[src/rtl/fifo_guarded_if.sv]
// Producer/consumer bundle for fifo_guarded: write/read requests, data and status.
// master = the datapath using the FIFO, slave = the FIFO itself.
interface fifo_guarded_if #(
  parameter int WIDTH = 16,
  parameter int DEPTH = 16
);
  logic                   we;
  logic                   re;
  logic [WIDTH-1:0]       dataIn;
  logic [WIDTH-1:0]       dataOut;
  logic                   dout_valid;
  logic                   full_flag;
  logic                   almost_full;
  logic                   empty_flag;
  logic                   almost_empty;
  logic [$clog2(DEPTH):0] level;
  logic                   overflow;
  logic                   underflow;
  logic                   peak_clr;
  logic [$clog2(DEPTH):0] peak_level;

  modport master (
    output we, re, dataIn, peak_clr,
    input  dataOut, dout_valid, full_flag, almost_full, empty_flag, almost_empty,
    input  level, overflow, underflow, peak_level
  );

  modport slave (
    input  we, re, dataIn, peak_clr,
    output dataOut, dout_valid, full_flag, almost_full, empty_flag, almost_empty,
    output level, overflow, underflow, peak_level
  );
endinterface

[src/rtl/fifo_guarded.sv]
// Guarded single-clock FIFO: exact level/flags, overflow/underflow pulses, FWFT or registered read.
// Optional peak-occupancy tracker built only when FIFO_PEAK_LEVEL_EN is defined.
module fifo_guarded #(
  parameter int WIDTH   = 16,
  parameter int DEPTH   = 16,
  parameter int A_EMPTY = 2,
  parameter int A_FULL  = 2,
  parameter int FWFT    = 1
) (
  input logic           clk,
  input logic           rst,
  fifo_guarded_if.slave bus
);
  localparam int AW = $clog2(DEPTH);
  localparam int LW = AW + 1;
  localparam logic [LW-1:0] L_DEPTH  = LW'(DEPTH);
  localparam logic [LW-1:0] L_AFULL  = LW'(DEPTH - A_FULL);
  localparam logic [LW-1:0] L_AEMPTY = LW'(A_EMPTY);

  if (A_EMPTY >= DEPTH || A_FULL >= DEPTH) begin : g_thresh_check
    $error("fifo_guarded: A_EMPTY and A_FULL must both be below DEPTH");
  end
  if (DEPTH < 4 || (DEPTH & (DEPTH - 1)) != 0) begin : g_depth_check
    $error("fifo_guarded: DEPTH must be a power of two and at least 4");
  end

  logic [WIDTH-1:0] r_mem [DEPTH];
  logic [LW-1:0]    r_wr_ptr;
  logic [LW-1:0]    r_rd_ptr;
  logic [LW-1:0]    r_level;
  logic             r_overflow;
  logic             r_underflow;

  logic             w_empty;
  logic             w_full;
  logic             w_rd_ok;
  logic             w_wr_ok;
  logic [LW-1:0]    w_level_nxt;

  assign w_empty = (r_level == '0);
  assign w_full  = (r_level == L_DEPTH);
  // A read frees the slot in the same cycle, so a full FIFO still takes a paired write.
  assign w_rd_ok = bus.re && !w_empty;
  assign w_wr_ok = bus.we && (!w_full || w_rd_ok);

  always_comb begin
    w_level_nxt = r_level;
    if (w_wr_ok && !w_rd_ok) begin
      w_level_nxt = r_level + LW'(1);
    end else if (w_rd_ok && !w_wr_ok) begin
      w_level_nxt = r_level - LW'(1);
    end
  end

  always_ff @(posedge clk) begin
    if (!rst) begin
      r_wr_ptr    <= '0;
      r_rd_ptr    <= '0;
      r_level     <= '0;
      r_overflow  <= 1'b0;
      r_underflow <= 1'b0;
    end else begin
      if (w_wr_ok) r_wr_ptr <= r_wr_ptr + LW'(1);
      if (w_rd_ok) r_rd_ptr <= r_rd_ptr + LW'(1);
      r_level     <= w_level_nxt;
      r_overflow  <= bus.we && !w_wr_ok;
      r_underflow <= bus.re && !w_rd_ok;
    end
  end

  always_ff @(posedge clk) begin
    if (rst && w_wr_ok) begin
      r_mem[r_wr_ptr[AW-1:0]] <= bus.dataIn;
    end
  end

  assign bus.level        = r_level;
  assign bus.empty_flag   = w_empty;
  assign bus.full_flag    = w_full;
  assign bus.almost_empty = (r_level <= L_AEMPTY);
  assign bus.almost_full  = (r_level >= L_AFULL);
  assign bus.overflow     = r_overflow;
  assign bus.underflow    = r_underflow;

  if (FWFT != 0) begin : g_fwft
    assign bus.dataOut    = r_mem[r_rd_ptr[AW-1:0]];
    assign bus.dout_valid = !w_empty;
  end else begin : g_regout
    logic [WIDTH-1:0] r_dout;
    logic             r_dout_vld;

    always_ff @(posedge clk) begin
      if (!rst) begin
        r_dout     <= '0;
        r_dout_vld <= 1'b0;
      end else begin
        r_dout_vld <= w_rd_ok;
        if (w_rd_ok) r_dout <= r_mem[r_rd_ptr[AW-1:0]];
      end
    end

    assign bus.dataOut    = r_dout;
    assign bus.dout_valid = r_dout_vld;
  end

`ifdef FIFO_PEAK_LEVEL_EN
  logic [LW-1:0] r_peak;

  // Clear reloads with the incoming level so a fill in the clear cycle is not lost.
  always_ff @(posedge clk) begin
    if (!rst) begin
      r_peak <= '0;
    end else if (bus.peak_clr) begin
      r_peak <= w_level_nxt;
    end else if (w_level_nxt > r_peak) begin
      r_peak <= w_level_nxt;
    end
  end

  assign bus.peak_level = r_peak;
`else
  logic w_unused_peak_clr;
  assign w_unused_peak_clr = bus.peak_clr;
  assign bus.peak_level    = '0;
`endif
endmodule

[src/flat_wrapper.sv]
// flat-port wrapper written by rule: the top's interface ports become plain ports
module fifo_guarded_flat 
#(
  parameter int WIDTH   = 16,
  parameter int DEPTH   = 16,
  parameter int A_EMPTY = 2,
  parameter int A_FULL  = 2,
  parameter int FWFT    = 1
)
  (clk, rst, bus_we, bus_re, bus_dataIn, bus_peak_clr, bus_dataOut, bus_dout_valid, bus_full_flag, bus_almost_full, bus_empty_flag, bus_almost_empty, bus_level, bus_overflow, bus_underflow, bus_peak_level);
  fifo_guarded_if #(.WIDTH(WIDTH), .DEPTH(DEPTH)) bus_i ();
  input logic clk;
  input logic rst;
  input wire logic [$bits(bus_i.we)-1:0] bus_we;
  input wire logic [$bits(bus_i.re)-1:0] bus_re;
  input wire logic [$bits(bus_i.dataIn)-1:0] bus_dataIn;
  input wire logic [$bits(bus_i.peak_clr)-1:0] bus_peak_clr;
  output wire logic [$bits(bus_i.dataOut)-1:0] bus_dataOut;
  output wire logic [$bits(bus_i.dout_valid)-1:0] bus_dout_valid;
  output wire logic [$bits(bus_i.full_flag)-1:0] bus_full_flag;
  output wire logic [$bits(bus_i.almost_full)-1:0] bus_almost_full;
  output wire logic [$bits(bus_i.empty_flag)-1:0] bus_empty_flag;
  output wire logic [$bits(bus_i.almost_empty)-1:0] bus_almost_empty;
  output wire logic [$bits(bus_i.level)-1:0] bus_level;
  output wire logic [$bits(bus_i.overflow)-1:0] bus_overflow;
  output wire logic [$bits(bus_i.underflow)-1:0] bus_underflow;
  output wire logic [$bits(bus_i.peak_level)-1:0] bus_peak_level;
  assign bus_i.we = bus_we;
  assign bus_i.re = bus_re;
  assign bus_i.dataIn = bus_dataIn;
  assign bus_i.peak_clr = bus_peak_clr;
  assign bus_dataOut = bus_i.dataOut;
  assign bus_dout_valid = bus_i.dout_valid;
  assign bus_full_flag = bus_i.full_flag;
  assign bus_almost_full = bus_i.almost_full;
  assign bus_empty_flag = bus_i.empty_flag;
  assign bus_almost_empty = bus_i.almost_empty;
  assign bus_level = bus_i.level;
  assign bus_overflow = bus_i.overflow;
  assign bus_underflow = bus_i.underflow;
  assign bus_peak_level = bus_i.peak_level;
  fifo_guarded #(.WIDTH(WIDTH), .DEPTH(DEPTH), .A_EMPTY(A_EMPTY), .A_FULL(A_FULL), .FWFT(FWFT)) u_core (.clk(clk), .rst(rst), .bus(bus_i));
endmodule
[config.mk]
export PLATFORM = sky130hd
export DESIGN_NAME = fifo_guarded_flat
export DESIGN_NICKNAME = d
export VERILOG_FILES = /design/src/rtl/fifo_guarded_if.sv /design/src/rtl/fifo_guarded.sv /design/src/flat_wrapper.sv
export SDC_FILE = /design/constraint.sdc
export NUM_CORES = 1
export LEC_CHECK = 0
export ABC_CLOCK_PERIOD_IN_PS = 9200
export CORE_AREA = 5 5 136 138
export DETAILED_ROUTE_END_ITERATION = 8
export DIE_AREA = 0 0 141 143
export PLACE_DENSITY = 0.83
export REMOVE_ABC_BUFFERS = 1
export SYNTH_ARGS = -nofsm -noshare
export SYNTH_HDL_FRONTEND = slang
export SYNTH_SLANG_ARGS = --single-unit
[constraint.sdc]
create_clock -name clk -period 9.2 [get_ports clk]
set_input_delay 2.3 -clock clk [delete_from_list [all_inputs] [get_ports clk]]
set_output_delay 2.3 -clock clk [all_outputs]
set_load 0.03 [all_outputs]
==> results.yml <==
timing:
  slew_headroom_pct: 16.75
  period_share_pct: 64.02
  finClkSkew_ns: 0.008471
  finalMaxSlewViolations: 0
  setup-tns-final_ns: 0
  fmax_mhz: 169.8
  rsz0062_at_grt: "false"
  hold_viol: 0
  layout_min_cycle_time_ns: 5.890
  setup-violations-final: 0
  tightest_slew_ns: 1.247
floorplan:
  die_h_um: 143
  die_w_um: 141
  start_util_pct: 62.70
  row_count: 48
  core_region_area_um2: 17060
  dieArea_um2: 20160
  io_pins: 54
synth:
  synthCells: 528
  syn_area_per_cell_um2: 20.25
  ys_warn_count: 0
  synth-main-ff-cell: "edfxtp_1"
  synth_seq_cells: 275
  async_flop_share_pct: 0
  synth_edf_count: 256
  ys_types: 44
  synth_area_um2: 10690
  yosysSeqAreaShare_pct: 75.44
clock_tree:
  clock-root-buffer: "clkbuf_16"
  clock_path_buffers: 3
  htree_levels: 1
  cts_tree: "built"
  post_cts_resized: 0
  cts.sinks: 275
  cts_setup_buffers: 0
  clock_latency_ns: 0.53
  clkSlewWorstSetupHoldPaths_ns: 0.06
  cts_made_buffers: 26
  holdBufCountCts: 0
pwr:
  power_density_nw_per_um2: 260.4
  leakagePower_nw: 3.875
  irDropWorstVdd_v: 0.0002045
hold_path:
  hp-class: "reg -> reg"
  hold_start: "u_core.r_wr_ptr[1]"
  hold_end: "u_core.r_wr_ptr[1]"
  hold_depth: 2
critical_path:
  worstPathArrival_ns: 3.59
  rr_worst_depth: 9
  critPathCaptureType: "output pin"
  rr_endpoint: "u_core.bus.level[4]"
  crit_fanout: 34
  r2r-start: "u_core.bus.level[1]"
  path_class: "reg -> out"
  critPathRequiredTime_ns: 6.90
  rrSetupSlack_ns: 6.13
  start_kind: "flop"
routing:
  routed_via_density: 6.427
  drtIter0Drc: 530
  routedWlPerCell_um: 26.67
  drt_first_pass_iters: 5
  routed_wirelength_mm: 22.16
  drc: 0
  drtAntennaViolNets: 0
  num_vias: 5341
layout:
  area_growth_pct: 14.51
  drive_gt1_share_pct: 23.27
  fill_cells: 998
  regArea_um2: 8073
  fin_util_pct: 71.79
  n_antenna_cell: 0
  fin_nets: 619
  multi_input_area_um2: 2501
global_route:
  grt_usage_pct: 22.58
  grt_pass1_wl_mm: 33.47
  antenna_found_initial: 0
  grt_start_max_net_pins: 65
  grt_overflow: 0
  grt_pass1_vias: 5648
placed_design:
  placement.io_buffers: 47
  post-dp-hpwl_mm: 11.71
  place_congestion: 0.7483
flow_run:
  cap_violations: 0
run_status:
  status: "complete, no violations"
==> cell usage after synthesis, drive strengths merged (8+ instances only) <==
master / number / area [um2]
nand2: 23 / 86.33
clkbuf: 18 / 72.57
inv: 8 / 30.03
edfxtp: 256 / 7687
mux4: 64 / 1441
a22oi: 32 / 240.2
dfxtp: 19 / 380.4
ha: 9 / 112.6
nand3: 10 / 50.05
buf: 15 / 92.59
nor2: 19 / 71.32
and2: 8 / 50.05
==> state kept, by name, summed over array words and instances, names as in the netlist, named ones only <==
register	cells
u_core.r_mem	256
u_core.bus.level	5
u_core.r_rd_ptr	4
u_core.r_wr_ptr	4
u_core.bus.overflow	1
u_core.bus.underflow	1
==> report_power, final <==
part           internal, mW  leakage, nW  switching (mW)
clock                 0.536        0.379           0.448
sequential             1.40         2.46          0.0627
combinational         0.369         1.03           0.374
==> cells by family (layout without fill, tap and decap cells) <==
logic type / count (synthesis) / count (layout) / synth area share, %
xor gates and xnor gates: 5 / 5 / 0.4095
AOI/OAI and AO/OA: 48 / 48 / 3.428
DFF: 275 / 275 / 75.44
muxes: 67 / 67 / 13.76
buffers and inverters: 41 / 115 / 1.825
other: 1 / 5 / 0.03507
adders and majority gates: 10 / 10 / 1.240
and+or+nand+nor: 81 / 81 / 3.861
==> stage by stage <==
step	instance area, um2	power (mW)	setup WS [ns]	std cells	hold WS, ns
2_1_floorplan	10540	2.027	3.128	499	0.4951
3_3_place_gp	11460	2.211	3.851	785	0.5149
3_5_place_dp	11460	2.233	3.840	785	0.5333
4_1_cts	12250	3.216	3.217	831	0.5429
5_1_grt	12250	3.329	3.046	831	0.5927
6_report	12250	3.189	3.310	831	0.5348
==> per-layer routing <==
layer	GRT usage, %	part of all wire, %
met4	7.190	2.9
met3	3.483	6.8
met1	29.53	37
met5	0	0
met2	39.69	53
==> cells in the final DEF, fill, tap and decap left out, drive strengths merged, types with 3 or more instances in the layout <==
cell	count
nor2	19
clkinvlp	4
xnor2	4
or3	3
ha	9
and2	8
a22oi	32
edfxtp	256
dfxtp	19
buf	14
inv	10
conb	5
mux2i	3
mux4	64
clkinv	12
clkdlybuf4s50	47
nand3	10
nor4	4
o21ai	6
nor2b	3
clkbuf	28
nand2	23
==> how the worst max path moves through the flow <==
stage                     start              end  cells past startpoint
after floorplan            flop   bus_dataOut[0]                      3
after global placement     flop   bus_dataOut[3]                      5
after detailed placement   flop   bus_dataOut[3]                      5
after CTS                  flop  bus_dataOut[14]                      5
after global routing       flop  bus_dataOut[14]                      5
final                      flop  bus_dataOut[14]                      5
==> critical path: stages, from the launching register on <==
cell	delay [ns]
dfxtp_4	0.75
buf_4	0.67
mux4_2	0.60
a22oi_1	0.23
nand2_1	0.14
clkdlybuf4s50_1	0.61
==> cell type report <==
cell class | count | share of cell area (%)
tap | 225 | 2.299
timing repair buffer | 61 | 4.700
clock buffer | 28 | 5.548
clock inverter | 18 | 0.8583
multi-input combinational | 216 | 20.43
inverter | 8 | 0.2452
sequential | 275 | 65.92
No activity file was read; power rests on OpenSTA's default activity.
